### src/rtl/divider_seq_pkg.sv
// Shared definitions for the sequential restoring divider: FSM encoding,
// default operand width and iteration-counter sizing.
package divider_seq_pkg;

    typedef enum logic [1:0] {
        StIdle = 2'd0,
        StRun  = 2'd1,
        StDone = 2'd2
    } div_state_e;

    localparam int unsigned DivWidthDefault = 32;

    // Counter must hold the value WIDTH itself, not just WIDTH-1.
    function automatic int unsigned div_cnt_width(int unsigned width);
        return $clog2(width + 1);
    endfunction

    localparam int unsigned DivCntWidthDefault = div_cnt_width(DivWidthDefault);

endpackage

### src/rtl/divider_seq_div_step.sv
// One restoring-division iteration: shift {rem, quo} left by one, try to
// subtract the divisor and keep the difference when it does not underflow.
module div_step #(
    parameter int unsigned WIDTH = 32
) (
    input  logic [WIDTH-1:0] rem_i,
    input  logic [WIDTH-1:0] quo_i,
    input  logic [WIDTH-1:0] divisor_i,
    output logic [WIDTH-1:0] rem_o,
    output logic [WIDTH-1:0] quo_o
);

    logic [WIDTH:0] shifted;
    logic [WIDTH:0] trial;

    assign shifted = {rem_i, quo_i[WIDTH-1]};
    assign trial   = shifted - {1'b0, divisor_i};

    // Non-negative trial means the divisor fits: restore is skipped, bit is 1.
    always_comb begin
        if (!trial[WIDTH]) begin
            rem_o = trial[WIDTH-1:0];
            quo_o = {quo_i[WIDTH-2:0], 1'b1};
        end else begin
            rem_o = shifted[WIDTH-1:0];
            quo_o = {quo_i[WIDTH-2:0], 1'b0};
        end
    end

endmodule

### src/rtl/divider_seq.sv
// Sequential restoring divider: start/done handshake, one quotient bit per
// clock, WIDTH iterations. Divide-by-zero completes in one cycle with dbz set.
// Optional signed support is compiled in with the DIV_SIGNED_EN macro.
module divider_seq
    import divider_seq_pkg::*;
#(
    parameter int unsigned WIDTH = DivWidthDefault
) (
    input  logic             clk,
    input  logic             rst_n,
    input  logic             start_i,
    input  logic             signed_op_i,
    input  logic [WIDTH-1:0] dividend_i,
    input  logic [WIDTH-1:0] divisor_i,
    output logic             busy_o,
    output logic             done_o,
    output logic             dbz_o,
    output logic [WIDTH-1:0] quotient_o,
    output logic [WIDTH-1:0] remainder_o
);

    localparam int unsigned CntW = div_cnt_width(WIDTH);

    div_state_e       state_q, state_d;
    logic [CntW-1:0]  cnt_q, cnt_d;
    logic [WIDTH-1:0] rem_q, rem_d;
    logic [WIDTH-1:0] quo_q, quo_d;
    logic [WIDTH-1:0] dvs_q, dvs_d;
    logic [WIDTH-1:0] quotient_q, quotient_d;
    logic [WIDTH-1:0] remainder_q, remainder_d;
    logic             dbz_q, dbz_d;

    logic [WIDTH-1:0] step_rem, step_quo;
    logic [WIDTH-1:0] dvd_mag, dvs_mag;
    logic [WIDTH-1:0] res_quo, res_rem;
    logic             accept_run;

    div_step #(
        .WIDTH(WIDTH)
    ) u_step (
        .rem_i    (rem_q),
        .quo_i    (quo_q),
        .divisor_i(dvs_q),
        .rem_o    (step_rem),
        .quo_o    (step_quo)
    );

    assign accept_run = start_i && (state_q != StRun) && (divisor_i != '0);

`ifdef DIV_SIGNED_EN
    logic neg_dvd, neg_dvs;
    logic neg_quo_q, neg_quo_d, neg_rem_q, neg_rem_d;

    // Magnitudes feed the unsigned core; sign flags are captured at accept.
    always_comb begin
        neg_dvd   = signed_op_i & dividend_i[WIDTH-1];
        neg_dvs   = signed_op_i & divisor_i[WIDTH-1];
        dvd_mag   = neg_dvd ? -dividend_i : dividend_i;
        dvs_mag   = neg_dvs ? -divisor_i : divisor_i;
        neg_quo_d = accept_run ? (neg_dvd ^ neg_dvs) : neg_quo_q;
        neg_rem_d = accept_run ? neg_dvd : neg_rem_q;
        res_quo   = neg_quo_q ? -step_quo : step_quo;
        res_rem   = neg_rem_q ? -step_rem : step_rem;
    end

    // Sign flag registers.
    always_ff @(posedge clk or negedge rst_n) begin
        if (!rst_n) begin
            neg_quo_q <= 1'b0;
            neg_rem_q <= 1'b0;
        end else begin
            neg_quo_q <= neg_quo_d;
            neg_rem_q <= neg_rem_d;
        end
    end
`else
    logic unused_signed_op;

    assign unused_signed_op = signed_op_i;
    assign dvd_mag          = dividend_i;
    assign dvs_mag          = divisor_i;
    assign res_quo          = step_quo;
    assign res_rem          = step_rem;
`endif

    // Next-state logic: accept in IDLE/DONE, iterate in RUN.
    always_comb begin
        state_d     = state_q;
        cnt_d       = cnt_q;
        rem_d       = rem_q;
        quo_d       = quo_q;
        dvs_d       = dvs_q;
        quotient_d  = quotient_q;
        remainder_d = remainder_q;
        dbz_d       = dbz_q;
        unique case (state_q)
            StIdle, StDone: begin
                state_d = StIdle;
                if (start_i) begin
                    if (divisor_i == '0) begin
                        state_d     = StDone;
                        quotient_d  = '1;
                        remainder_d = dividend_i;
                        dbz_d       = 1'b1;
                    end else begin
                        state_d = StRun;
                        cnt_d   = CntW'(WIDTH);
                        rem_d   = '0;
                        quo_d   = dvd_mag;
                        dvs_d   = dvs_mag;
                        dbz_d   = 1'b0;
                    end
                end
            end
            StRun: begin
                rem_d = step_rem;
                quo_d = step_quo;
                cnt_d = cnt_q - CntW'(1);
                if (cnt_q == CntW'(1)) begin
                    state_d     = StDone;
                    quotient_d  = res_quo;
                    remainder_d = res_rem;
                end
            end
            default: state_d = StIdle;
        endcase
    end

    // State and datapath registers.
    always_ff @(posedge clk or negedge rst_n) begin
        if (!rst_n) begin
            state_q     <= StIdle;
            cnt_q       <= '0;
            rem_q       <= '0;
            quo_q       <= '0;
            dvs_q       <= '0;
            quotient_q  <= '0;
            remainder_q <= '0;
            dbz_q       <= 1'b0;
        end else begin
            state_q     <= state_d;
            cnt_q       <= cnt_d;
            rem_q       <= rem_d;
            quo_q       <= quo_d;
            dvs_q       <= dvs_d;
            quotient_q  <= quotient_d;
            remainder_q <= remainder_d;
            dbz_q       <= dbz_d;
        end
    end

    assign busy_o      = (state_q == StRun);
    assign done_o      = (state_q == StDone);
    assign dbz_o       = dbz_q;
    assign quotient_o  = quotient_q;
    assign remainder_o = remainder_q;

endmodule
### config.mk
export PLATFORM = sky130hd
export DESIGN_NAME = divider_seq
export DESIGN_NICKNAME = d
export VERILOG_FILES = /design/src/rtl/divider_seq_pkg.sv /design/src/rtl/divider_seq_div_step.sv /design/src/rtl/divider_seq.sv
export SDC_FILE = /design/constraint.sdc
export NUM_CORES = 1
export LEC_CHECK = 0
export BUFFER_PORTS_ARGS = -buffer_cell sky130_fd_sc_hd__clkbuf_2
export CAP_MARGIN = 30
export CORE_MARGIN = 4
export CORE_UTILIZATION = 55
export CTS_CLUSTER_DIAMETER = 30
export DETAILED_ROUTE_END_ITERATION = 12
export GPL_ROUTABILITY_DRIVEN = 0
export PLACE_DENSITY = 0.77
export SYNTH_ARGS = -nofsm -noshare
export SYNTH_HDL_FRONTEND = slang
export SYNTH_SLANG_ARGS = --single-unit
### constraint.sdc
create_clock -name clk -period 3.75 [get_ports clk]
set_input_delay 0.5625 -clock clk [delete_from_list [all_inputs] [get_ports clk]]
set_output_delay 0.5625 -clock clk [all_outputs]
set_load 0.01 [all_outputs]
; After elaboration in Yosys (flattened, before gate mapping)
; Index checks and enable logic that the tools add are counted.
[totals]
latchBits = 0
wordCells = 50
register_bits = 169
inputBits = 68
out_inout_bits = 67
memories = 0
ram_bits = 0
romBits = 0
[op_classes]
addsub = 2
shift = 0
n_reduce_logical = 8
n_mux = 24
mul = 0
eq_ne = 7
div = 0
n_lt_le_gt_ge = 0
n_bitwise = 1
[ops]
columns = cell, count
row1 = $mux W32, 11
row2 = $pmux W32 S2, 4
row3 = $sub A33 B32 Y33, 1
row4 = $logic_not A32 Y1, 1
row5 = $mux W6, 2
row6 = $pmux W6 S2, 1
row7 = $eq A6 B1 Y1 const B, 1
row8 = $mux W2, 3
row9 = $ne A2 B2 Y1 const B, 3
row10 = $reduce_and A3 Y1, 2
row11 = $sub A6 B1 Y6 const B, 1
row12 = $pmux W2 S2, 1
row13 = $reduce_and A4 Y1, 1
row14 = $eq A2 B1 Y1 const B, 1
row15 = $eq A2 B2 Y1 const B, 1
row16 = $logic_not A2 Y1, 1
row17 = $mux W1, 2
row18 = $ne A2 B1 Y1 const B, 1
row19 = $reduce_and A2 Y1, 1
row20 = $reduce_bool A2 Y1, 1
row21 = $reduce_or A2 Y1, 1
row22 = $not A1 Y1, 1

; Depth between registers and ports, before layout
; Gate-level depths: netlist of run 1.
[logic_depth]
ltp_word = 4
ltp_mapped = 14
depth_no_buf = 12

; Hierarchy
; A second synthesis of run 1 with hierarchy kept.
[hier_totals]
hier_cells = 950
hier_area_um2 = 9387.8
[by_module_without_submodules]
columns = module, seq_area_each_um2, area_per_inst_um2, n_inst, cells_per_inst
row1 = divider_seq, 4229.1, 6796.5, 1, 614
row2 = div_step, 0.0, 2591.2, 1, 336

; Least setup slack after synthesis of run 1
; OpenSTA, ideal clock, no wires.
[synth_path]
path_type = flip-flop to flip-flop
startpoint = reg quo_q[31]
endpoint = reg remainder_q[7] (netlist: remainder_o[7])
path_stages_with_launch = 15
path_slack_ns = 0.785
t_required_ns = 3.612
path_buffers = 2
setup_time_ns = 0.138
arrival_ns = 2.828
period_less_slack_ns = 2.965
path_cell_list = dfrtp_1 inv_1 ha_1 inv_1 fa_1 a21o_1 a311o_1 a21oi_2 o211ai_2 a21o_1 buf_6 xor2_4 buf_6 mux2i_1 o211ai_2
[synth_via]
elab_chain_len = 4
[synth_rtl]
columns = element, line
row1 = start: declaration, divider_seq.sv:27  ; logic [WIDTH-1:0] quo_q, quo_d;
row2 = start signal: assignment, divider_seq.sv:144  ; quo_q <= quo_d;
row3 = $sub A33 B32 Y33, divider_seq_div_step.sv:17  ; assign trial = shifted - {1'b0, divisor_i};
row4 = $mux W32, divider_seq_div_step.sv:21  ; if (!trial[WIDTH]) begin
row5 = $mux W32, divider_seq.sv:119  ; if (cnt_q == CntW'(1)) begin
row6 = $pmux W32 S2, divider_seq.sv:96  ; unique case (state_q)
row7 = end signal: assignment, divider_seq.sv:147  ; remainder_q <= remainder_d;
row8 = end: declaration, divider_seq.sv:30  ; logic [WIDTH-1:0] remainder_q, remainder_d;
; No other way between the ends. The select of a mux whose other input is x is not followed.
; A chain may end at the register's enable or synchronous reset.

; Final worst setup path of run 1
[layout_path]
startpoint = reg quo_q[31]
endpoint = reg rem_q[19]
[layout_via]
elab_chain_len = 3
[layout_rtl]
columns = element, line
row1 = $sub A33 B32 Y33, divider_seq_div_step.sv:17
row2 = $mux W32, divider_seq_div_step.sv:21
row3 = $pmux W32 S2, divider_seq.sv:96
row4 = end signal: assignment, divider_seq.sv:143  ; rem_q <= rem_d;
row5 = end: declaration, divider_seq.sv:26  ; logic [WIDTH-1:0] rem_q, rem_d;
; No other way between the ends.

==> results of run 1 <==
## metal layers
layer	up-vias	part of all wire	GRT usage
met2	305	0.46	0.381
met4	0	0.020	0.0785
li1	3710	-	-
met3	33	0.073	0.0486
met5	-	0	0
met1	3729	0.45	0.364
## sequential cells by signal (all words and copies together), names as in the netlist
signal,flops
dvs_q,32
quotient_o,32
cnt_q,6
dbz_o,1
rem_q,32
state_q,2
remainder_o,32
quo_q,32
## layout make-up
class	instances	share of cell area
Inverter	43	0.0151
Multi-Input combinational cell	706	0.433
Timing Repair Buffer	148	0.0793
Clock inverter	14	0.0107
Clock buffer	18	0.0402
Sequential cell	169	0.396
Tap cell	220	0.0258
## placed cells by master, fill, tap and decap left out, types with 10 or more instances in the layout
master,n
dfrtp_1,169
nand2_1,143
clkbuf_2,132
nor2_1,60
a21oi_1,58
o21ai_0,45
inv_1,40
a31oi_1,39
nand3_1,34
ha_1,34
mux2_2,32
o22a_1,31
mux2i_1,24
o21ai_1,20
xnor2_1,17
clkbuf_16,17
a21o_1,16
o211ai_2,12
nand4_1,11
o211ai_1,11
xor2_1,11
nor3_1,10
or3_1,10
buf_4,10
## path summary, 6_finish.rpt
check | to | from | slack (ns) | depth (start not counted)
worst max-delay path | rem_q[19] | quo_q[31] | 0.28 | 13
worst min-delay path | quotient_o[9] | rst_n | 0.15 | 1
worst max register to register | rem_q[19] | quo_q[31] | 0.28 | 13
worst min register to register | cnt_q[5] | cnt_q[5] | 0.49 | 1
max in group asynchronous | remainder_o[20] | rst_n | 2.75 | 2
min in group clk | quo_q[7] | dividend_i[7] | 0.38 | 3
## worst max-delay path, cell delays in order, from the launching register on
cell,delay [ns]
dfrtp_1,0.38
inv_1,0.10
ha_1,0.16
inv_1,0.05
fa_1,0.39
a21o_1,0.20
a311o_1,0.41
a21oi_2,0.21
o211ai_2,0.13
a21o_1,0.33
xor2_4,0.22
buf_12,0.21
mux2i_1,0.42
o21ai_1,0.11
## cells by family (layout without fill, tap and decap cells)
group	Yosys count	after routing	synth area share
xor gates and xnor gates	30	30	0.0324
adders and majority gates	35	35	0.0480
muxes	56	56	0.0648
DFF	169	169	0.456
and+or+nand+nor	319	319	0.159
AOI/OAI and AO/OA	266	266	0.192
buffers and inverters	104	223	0.0479
## through the flow
stage | utilization | area [sq um] | hold slack (ns) | setup slack, ns
floorplan | - | 9270 | 0.267 | 0.785
global placement | 0.613 | 10100 | 0.469 | 0.387
detailed placement | 0.613 | 10100 | 0.473 | 0.319
CTS | 0.646 | 10700 | 0.190 | 0.288
global route | 0.646 | 10700 | 0.216 | 0.0612
finish | 0.646 | 10700 | 0.153 | 0.281
==> results.ini, run 1 <==
[cts]
clockBufferDepth=2
cts_resized=0
postCtsSetupBuffers=0
cts-root-buf=clkbuf_16
cts_hold_buffers=0
htreeDepth=4
numCtsBuffers=17
numClockSinks=169
cts_tree=done
clkLatencyLatePin_ns=0.43
clk_pin_slew_ns=0.07

[setup_path]
required_ns=4.03
path_class=reg -> reg
cp-end-kind=flop
cp-start-kind=flop
crit_fanout=19
cp_data_arrival_time_ns=3.75

[synthesis]
synthTopCellsByCount=dfrtp_1 (169), nand2_1 (143), nor2_1 (61), a21oi_1 (58), o21ai_0 (45)
synth_ff_type=dfrtp_1
synth_area_sq_mm=0.00927
synth_area_per_cell_sq_um=9.47
yosysTopAreaCell=dfrtp_1
netlist_instances=979
synth_warnings=0
synth_cell_type_count=62
synth_top_area_share=0.456
synthesis.nets=1082
async_flop_share=1.00
synthTopCellsByArea=dfrtp_1 (46%), nand2_1 (5.8%), ha_1 (4.6%)
synth.most_common_cell=dfrtp_1
synth_seq_cells=169
seq_area_frac_synth=0.456
synth-edff-count=0

[global_route]
grt_max_degree=80
grt_usage=0.251
grt_pass1_vias=7329
grt_pass1_wl_microns=37400
antenna_found_initial=0
overflow=0

[timing]
slew_headroom=0.430
worst_slew_pin_slew_ns=0.855
skew_ns=0.00751
setup-tns-final_ns=0
rsz0062_at_grt=no
fin_crit_sh=0.925
setup_violations=0
hold_viol_final=0
slew_viol_final=0
period_minus_slack_ns=3.47
max_freq_mhz=288

[layout]
area_delta_synth_final_pct=15.2
seqCellArea_sq_mm=0.00423
num-fill-cells=1368
drive_above_1_share=0.215
layout.cells.non_filler=1318
fin_nets=1188
multi_input_area_sq_mm=0.00462
diodes=0

[place]
dpl.hpwl_microns=16400
port_buffers=133
dp.cells=1286

[route]
ant_nets=0
drtIter0Drc=523
drc_errors=0
wl_per_cell_microns=17.4
vias=7777
via_per_inst=5.90
wl_microns=22900
drt-pass1-iter-count=5

[run_status]
status=completed

[floorplan]
dieArea_sq_mm=0.0190
die_x_microns=138
start_util=0.561
fp.dieH_microns=138
core_sq_mm=0.0165
placementRows=47
io_pins=135

[flow_run]
drv_cap=0

[hold_path]
hp-class=in -> async

Power of run 1 is left out: the tool's default activity adds up to more than one toggle a clock period on the data nets, which glitch-free logic cannot reach.
==> run 2: changes to the inputs <==
Settings changed: ABC_AREA set to 1, CELL_PAD_IN_SITES_DETAIL_PLACEMENT set to 1, CELL_PAD_IN_SITES_GLOBAL_PLACEMENT set to 2, CORE_UTILIZATION 55 to 33, PLACE_DENSITY 0.77 to unset, PLACE_DENSITY_LB_ADDON set to 0.1.
==> run 2 against run 1 <==
Die area grew 83%. Hold slack improved by 0.016 ns. Count of clock-buffer cells in the layout up 2. Synthesized cell count increased by 48%. Non-clock buffer count shrank 3. Setup slack better by 0.56 ns. Sequential share of layout area down 4.7 points. Critical path depth grew 4. Critical path type unchanged. Register-to-register slack improved by 0.56 ns. Via count rose by 20%. Area after synthesis grew 13%.
==> results.ini, run 2 <==
[timing]
fin_crit_sh=0.776  ; -0.149
rsz0062_at_grt=no
period_minus_slack_ns=2.91  ; -0.561 ns
worst_slew_pin_slew_ns=0.980  ; +0.126 ns
max_freq_mhz=344  ; +19%
whs_ns=0.169  ; +0.0158 ns
skew_ns=0.0137  ; +0.00618 ns
setup_violations=0  ; unchanged
hold_viol_final=0  ; unchanged
slew_headroom=0.346  ; -0.0839
setup-tns-final_ns=0  ; unchanged
slew_viol_final=0  ; unchanged
worst_slack_ns=0.841  ; +0.561 ns

[cts]
clockBufferDepth=2  ; unchanged
htreeDepth=4  ; unchanged
clkLatencyLatePin_ns=0.45  ; +0.02 ns
cts-root-buf=clkbuf_16
postCtsSetupBuffers=0  ; unchanged
cts_hold_buffers=0  ; unchanged
clk_pin_slew_ns=0.07  ; about the same
cts_tree=done
cts_resized=0  ; unchanged
numCtsBuffers=17  ; unchanged
numClockSinks=169  ; unchanged

[floorplan]
fp.dieH_microns=186  ; +35%
placementRows=65  ; +38%
dieArea_sq_mm=0.0347  ; +83%
io_pins=135  ; unchanged
core_sq_mm=0.0315  ; +90%
die_x_microns=186  ; +35%
start_util=0.333  ; -0.228

[synthesis]
synth_xor_area_frac=0.0150  ; -0.0174
synth_area_sq_mm=0.0105  ; +13%
async_flop_share=1.00  ; unchanged
muxShareOfSynthArea=0  ; -0.0648
synthesis.nets=1556  ; +44%
synth_compound_area_frac=0.0866  ; -0.105
synth_ff_type=dfrtp_1
synth_top_family_by_area=simple AND/OR/NAND/NOR gates
synth_fa_ha_area_frac=0.0425  ; -0.00557
yosysTopAreaCell=dfrtp_1
synth_top_area_share=0.403  ; -0.0529
synth.most_common_cell=nand2_1
synth_area_per_cell_sq_um=7.22  ; -24%
synthTopCellsByArea=dfrtp_1 (40%), nand2_1 (13%), inv_1 (10%)
synth_warnings=0  ; unchanged
synthTopCellsByCount=nand2_1 (372), inv_1 (290), dfrtp_1 (169), nor2_1 (120), nand3_1 (117)
synth_seq_cells=169  ; unchanged
synth-edff-count=0  ; unchanged
yosys.area_share.simple=0.317  ; +0.159
synth_cell_type_count=42  ; -32%
seq_area_frac_synth=0.403  ; -0.0529
netlist_instances=1453  ; +48%

[route]
drc_errors=0  ; unchanged
wl_microns=33800  ; +47%
ant_nets=0  ; unchanged
vias=9347  ; +20%
drt-pass1-iter-count=4  ; -1
wl_per_cell_microns=17.0  ; -2.2%
via_per_inst=4.71  ; -20%
drtIter0Drc=541  ; +3.4%

[layout]
mostFrequentLayoutCells=nand2_1 (372), inv_1 (290), dfrtp_1 (169)
fin_util=0.385  ; -0.261
diodes=0  ; unchanged
fin_nets=1671  ; +41%
drive_above_1_share=0.162  ; -0.0530
area_delta_synth_final_pct=15.6
final_common_cell=nand2_1

[power_and_ir_drop]
p_per_area_mw_per_mm2=642
peakVddDrop_mv=0.363
comb_power_share=0.424
netSwitchingFraction=0.433
intPower_mw=4.41
p_leak_nw=7.22
pwr-share-clk=0.255
sequentialPowerShare=0.321
p_switching_mw=3.37

[flow_run]
drv_cap=0  ; unchanged

[run_status]
status=completed

[setup_path]
path_class=reg -> reg
cp-start-kind=flop
critPathLaunch=quo_q[31]
timing.rr.start=quo_q[31]
cp_data_arrival_time_ns=3.29  ; -0.46 ns
crit_fanout=32  ; +13
required_ns=4.13  ; +0.10 ns
crit_end=remainder_o[14]
cp-end-kind=flop
rr_worst_depth=17  ; +4
r2r-end=remainder_o[14]
rrSetupSlack_ns=0.84  ; +0.56 ns

[global_route]
busiest_layer=met2
gr-usage-met1=0.292  ; -0.0728
grt_usage=0.200  ; -0.0504
grt_use_met3=0.0379  ; -0.0107
antenna_found_initial=0  ; unchanged
grt_pass1_wl_microns=53600  ; +43%
grt.met2_usage=0.307  ; -0.0735
overflow=0  ; unchanged
grt_pass1_vias=9658  ; +32%
grt_max_degree=99  ; +24%

[hold_path]
hp-class=in -> async

[place]
port_buffers=133  ; unchanged
dpl.hpwl_microns=26300  ; +61%
place_ws_ns=0.853  ; +0.534 ns

==> run 2: area by class of cell <==
| type | count | area [sq um] |
|---|---|---|
| inverter | 297 | 1110 |
| multi-input combinational | 938 | 4840 |
| clock inverter | 12 | 188 |
| fill | 3954 | 19400 |
| tap | 402 | 503 |
| timing repair buffer | 145 | 787 |
| sequential | 169 | 4230 |
| clock buffer | 20 | 457 |
==> run 2: power by group through the flow <==
stage          Combinational, mW  Clock (mW)  Sequential (mW)
6_report                    3.30        1.98             2.50
5_1_grt                     3.79        2.11             2.54
4_1_cts                     3.34        2.04             2.49
3_5_place_dp                3.32           0             2.52
3_3_place_gp                3.26           0             2.52
2_1_floorplan               2.53           0             2.38
==> run 2: cell families after synthesis <==
| logic type | count (synthesis) |
|---|---|
| compound gates | 157 |
| xor+xnor | 18 |
| fa+ha+maj | 35 |
| buf+inv | 346 |
| flops | 169 |
| simple gates | 728 |
==> run 2: worst min path at each step <==
| stage | start | end | slack, ns | cells after the start |
|---|---|---|---|---|
| floorplan | rst_n | cnt_q[0] | 0.27 | 0 |
| global placement | dvs_q[16] | dvs_q[16] | 0.47 | 2 |
| detailed placement | quotient_o[1] | quotient_o[1] | 0.48 | 2 |
| CTS | rst_n | dvs_q[22] | 0.19 | 1 |
| global route | rst_n | dvs_q[22] | 0.22 | 1 |
| finish | rst_n | dvs_q[22] | 0.17 | 1 |
==> run 2: per-stage QoR <==
stage	area (sq um)	std cells	power, mW
2_1_floorplan	10500	1453	4.91
3_5_place_dp	11500	1951	5.84
4_1_cts	12100	1983	7.88
6_report	12100	1983	7.78
3_3_place_gp	11500	1951	5.78
5_1_grt	12100	1983	8.45
==> run 2: metal layers <==
metal,part of all wire,vias to the layer above
li1,-,4716
met1,0.50,4503
met2,0.45,109
met3,0.035,19
met4,0.014,0
met5,0,-
==> run 2: worst max-delay path, cell delays in order, from the launching register on <==
cell     delay, ns
dfrtp_1       0.39
inv_1         0.10
ha_1          0.15
inv_1         0.08
fa_1          0.41
nand2_1       0.09
nand2_1       0.12
nand3_2       0.10
nand2_2       0.10
nand2_2       0.08
nand2_2       0.06
nand2_2       0.12
nand3_1       0.13
nand2_4       0.44
nand3_2       0.19
nand3_1       0.16
nand2_1       0.06
inv_1         0.06
(Power assumes the default switching activity.)
==> run 3: changes to the inputs <==
Settings changed: CORE_UTILIZATION 33 to 30.
Clock period 3.75 ns to 2.6 ns, I/O delays scaled along.
==> run 3 against run 2 <==
Register-to-register slack got worse by 0.68 ns. Sequential share of layout area decreased by 1.6 points. Power increased by 49%. Combinational power increased by 58%. Clock skew increased by 0.0092 ns. Global-route usage decreased by 0.87 points. Via count increased by 2.0%. Die area increased by 9.6%. Critical endpoint is now remainder_o[25]. Largest cell class unchanged.
==> results.ini, run 3 (synthesis gave the netlist of run 2 again) <==
[run_status]
status=completed

[route]
wl_microns=35500  ; +5.3%
wl_per_cell_microns=17.2  ; +0.99%
drc_errors=0  ; unchanged
ant_nets=0  ; unchanged
drtIter0Drc=473  ; -13%
vias=9538  ; +2.0%
drt-pass1-iter-count=4  ; unchanged
via_per_inst=4.61  ; -2.2%

[setup_path]
crit_fanout=12  ; -63%
timing.rr.start=quo_q[31]
rrSetupSlack_ns=0.16  ; -0.68 ns
rr_worst_depth=19  ; +2
path_class=reg -> reg
cp-start-kind=flop
cp-end-kind=flop
critPathLaunch=quo_q[31]
cp_data_arrival_time_ns=2.79  ; -0.50 ns
crit_end=remainder_o[25]
required_ns=2.96  ; -1.17 ns
r2r-end=remainder_o[25]

[timing]
max_freq_mhz=411  ; +19%
worst_slew_pin_slew_ns=0.565  ; -0.415 ns
slew_headroom=0.623  ; +0.277
setup_violations=0  ; unchanged
hold_viol_final=0  ; unchanged
fin_crit_sh=0.937  ; +0.161
whs_ns=0.183  ; +0.0147 ns
skew_ns=0.0229  ; +0.00924 ns
period_minus_slack_ns=2.44  ; -0.473 ns
slew_viol_final=0  ; unchanged
setup-tns-final_ns=0  ; unchanged

[power_and_ir_drop]
p_leak_nw=7.43  ; +2.9%
pwr-share-clk=0.235  ; -0.020
netSwitchingFraction=0.439  ; +0.00626
comb_power_share=0.452  ; +0.028
p_per_area_mw_per_mm2=910  ; +42%
sequentialPowerShare=0.313  ; -0.008
intPower_mw=6.49  ; +47%
p_switching_mw=5.08  ; +51%
peakVddDrop_mv=0.620  ; +71%

[layout]
multi_input_area_sq_mm=0.00496  ; +2.6%
fin_area_sq_mm=0.0127  ; +4.9%
mostFrequentLayoutCells=nand2_1 (368), inv_1 (290), dfrtp_1 (169)
fin_nets=1702  ; +1.9%
area_delta_synth_final_pct=21.2
num-fill-cells=4379  ; +11%
drive_above_1_share=0.193  ; +0.0311
final_common_cell=nand2_1
seqCellArea_sq_mm=0.00423  ; unchanged

[global_route]
overflow=0  ; unchanged
grt_pass1_wl_microns=57300  ; +6.9%
grt_use_met3=0.0340  ; -0.00395
grt_usage=0.192  ; -0.00870
grt_max_degree=71  ; -28%
grt.met2_usage=0.292  ; -0.0154
gr-usage-met1=0.279  ; -0.0126
grt_pass1_vias=10200  ; +5.7%
busiest_layer=met2
antenna_found_initial=0  ; unchanged

[floorplan]
fp.dieH_microns=195  ; +4.7%
io_pins=135  ; unchanged
dieArea_sq_mm=0.0380  ; +9.6%
start_util=0.304  ; -0.0296
die_x_microns=195  ; +4.7%
placementRows=68  ; +4.6%
core_sq_mm=0.0345  ; +9.8%

[cts]
htreeDepth=4  ; unchanged
cts-root-buf=clkbuf_16
numCtsBuffers=17  ; unchanged
cts_tree=done
clkLatencyLatePin_ns=0.47  ; +0.02 ns
clockBufferDepth=2  ; unchanged
numClockSinks=169  ; unchanged
clk_pin_slew_ns=0.09  ; +0.02 ns

[place]
dpl_cell_area_sq_mm=0.0119  ; +4.0%
dpl.hpwl_microns=28100  ; +6.5%
port_buffers=133  ; unchanged

[flow_run]
drv_cap=0  ; unchanged

[hold_path]
min_path_cells=3
hp-class=in -> reg

run 3: metrics by stage:
stage	utilization	power (mW)	setup WS (ns)	cells
global placement	0.346	8.65	0.0907	2032
finish	0.368	11.6	0.164	2068
CTS	0.363	11.5	0.0189	2064
detailed placement	0.346	8.72	0.0359	2032
floorplan	-	7.08	0.423	1453
global route	0.368	12.6	-0.0118	2066
run 3: cell type report:
class,count,area share
Clock inverter,13,0.0128
Multi-Input combinational cell,938,0.391
Tap cell,455,0.0448
Antenna cell,2,0.000394
Clock buffer,18,0.0345
Inverter,297,0.0877
Timing Repair Buffer,176,0.0966
Sequential cell,169,0.333
run 3: worst min-delay path by stage:
stage	start	end	slack [ns]
finish	divisor_i[18]	dvs_q[18]	0.18
CTS	divisor_i[18]	dvs_q[18]	0.16
floorplan	rst_n	cnt_q[0]	0.09
global placement	rst_n	dvs_q[21]	0.41
global route	divisor_i[30]	dvs_q[30]	0.20
detailed placement	rst_n	dvs_q[21]	0.41
run 3: metal layers:
metal,part of all wire,vias up
li1,-,4780
met2,0.44,103
met1,0.51,4627
met3,0.032,28
met5,0,-
met4,0.018,0
run 3: repair_timing:
| item | CTS | global route |
|---|---|---|
| endpoints found under the hold margin | 47 | 0 |
| setup buffers | 0 | 1 |
| resized for setup | 0 | 29 |
| hold buffers | 1 | 0 |
| endpoints found under the setup margin | 0 | 62 |
run 3: power by group through the flow:
| stage | registers (mW) | logic [mW] | clock network [mW] |
|---|---|---|---|
| 3_3_place_gp | 3.63 | 5.02 | 0 |
| 5_1_grt | 3.69 | 5.98 | 2.92 |
| 6_report | 3.62 | 5.23 | 2.72 |
| 4_1_cts | 3.60 | 5.12 | 2.81 |
| 2_1_floorplan | 3.43 | 3.65 | 0 |
| 3_5_place_dp | 3.64 | 5.08 | 0 |
run 3: worst max-delay path, cell delays in order, from the launching register on:
cell,delay [ns]
dfrtp_1,0.39
inv_1,0.09
ha_1,0.15
inv_1,0.07
fa_2,0.35
nand2_1,0.10
nand2_2,0.09
nand3_2,0.09
nand2_2,0.07
nand2_2,0.06
nand2_2,0.07
nand2_4,0.09
nand2_2,0.07
nand2_2,0.08
nand2_4,0.10
buf_12,0.17
nand3_2,0.09
nand3_1,0.09
nand2_1,0.07
inv_1,0.04
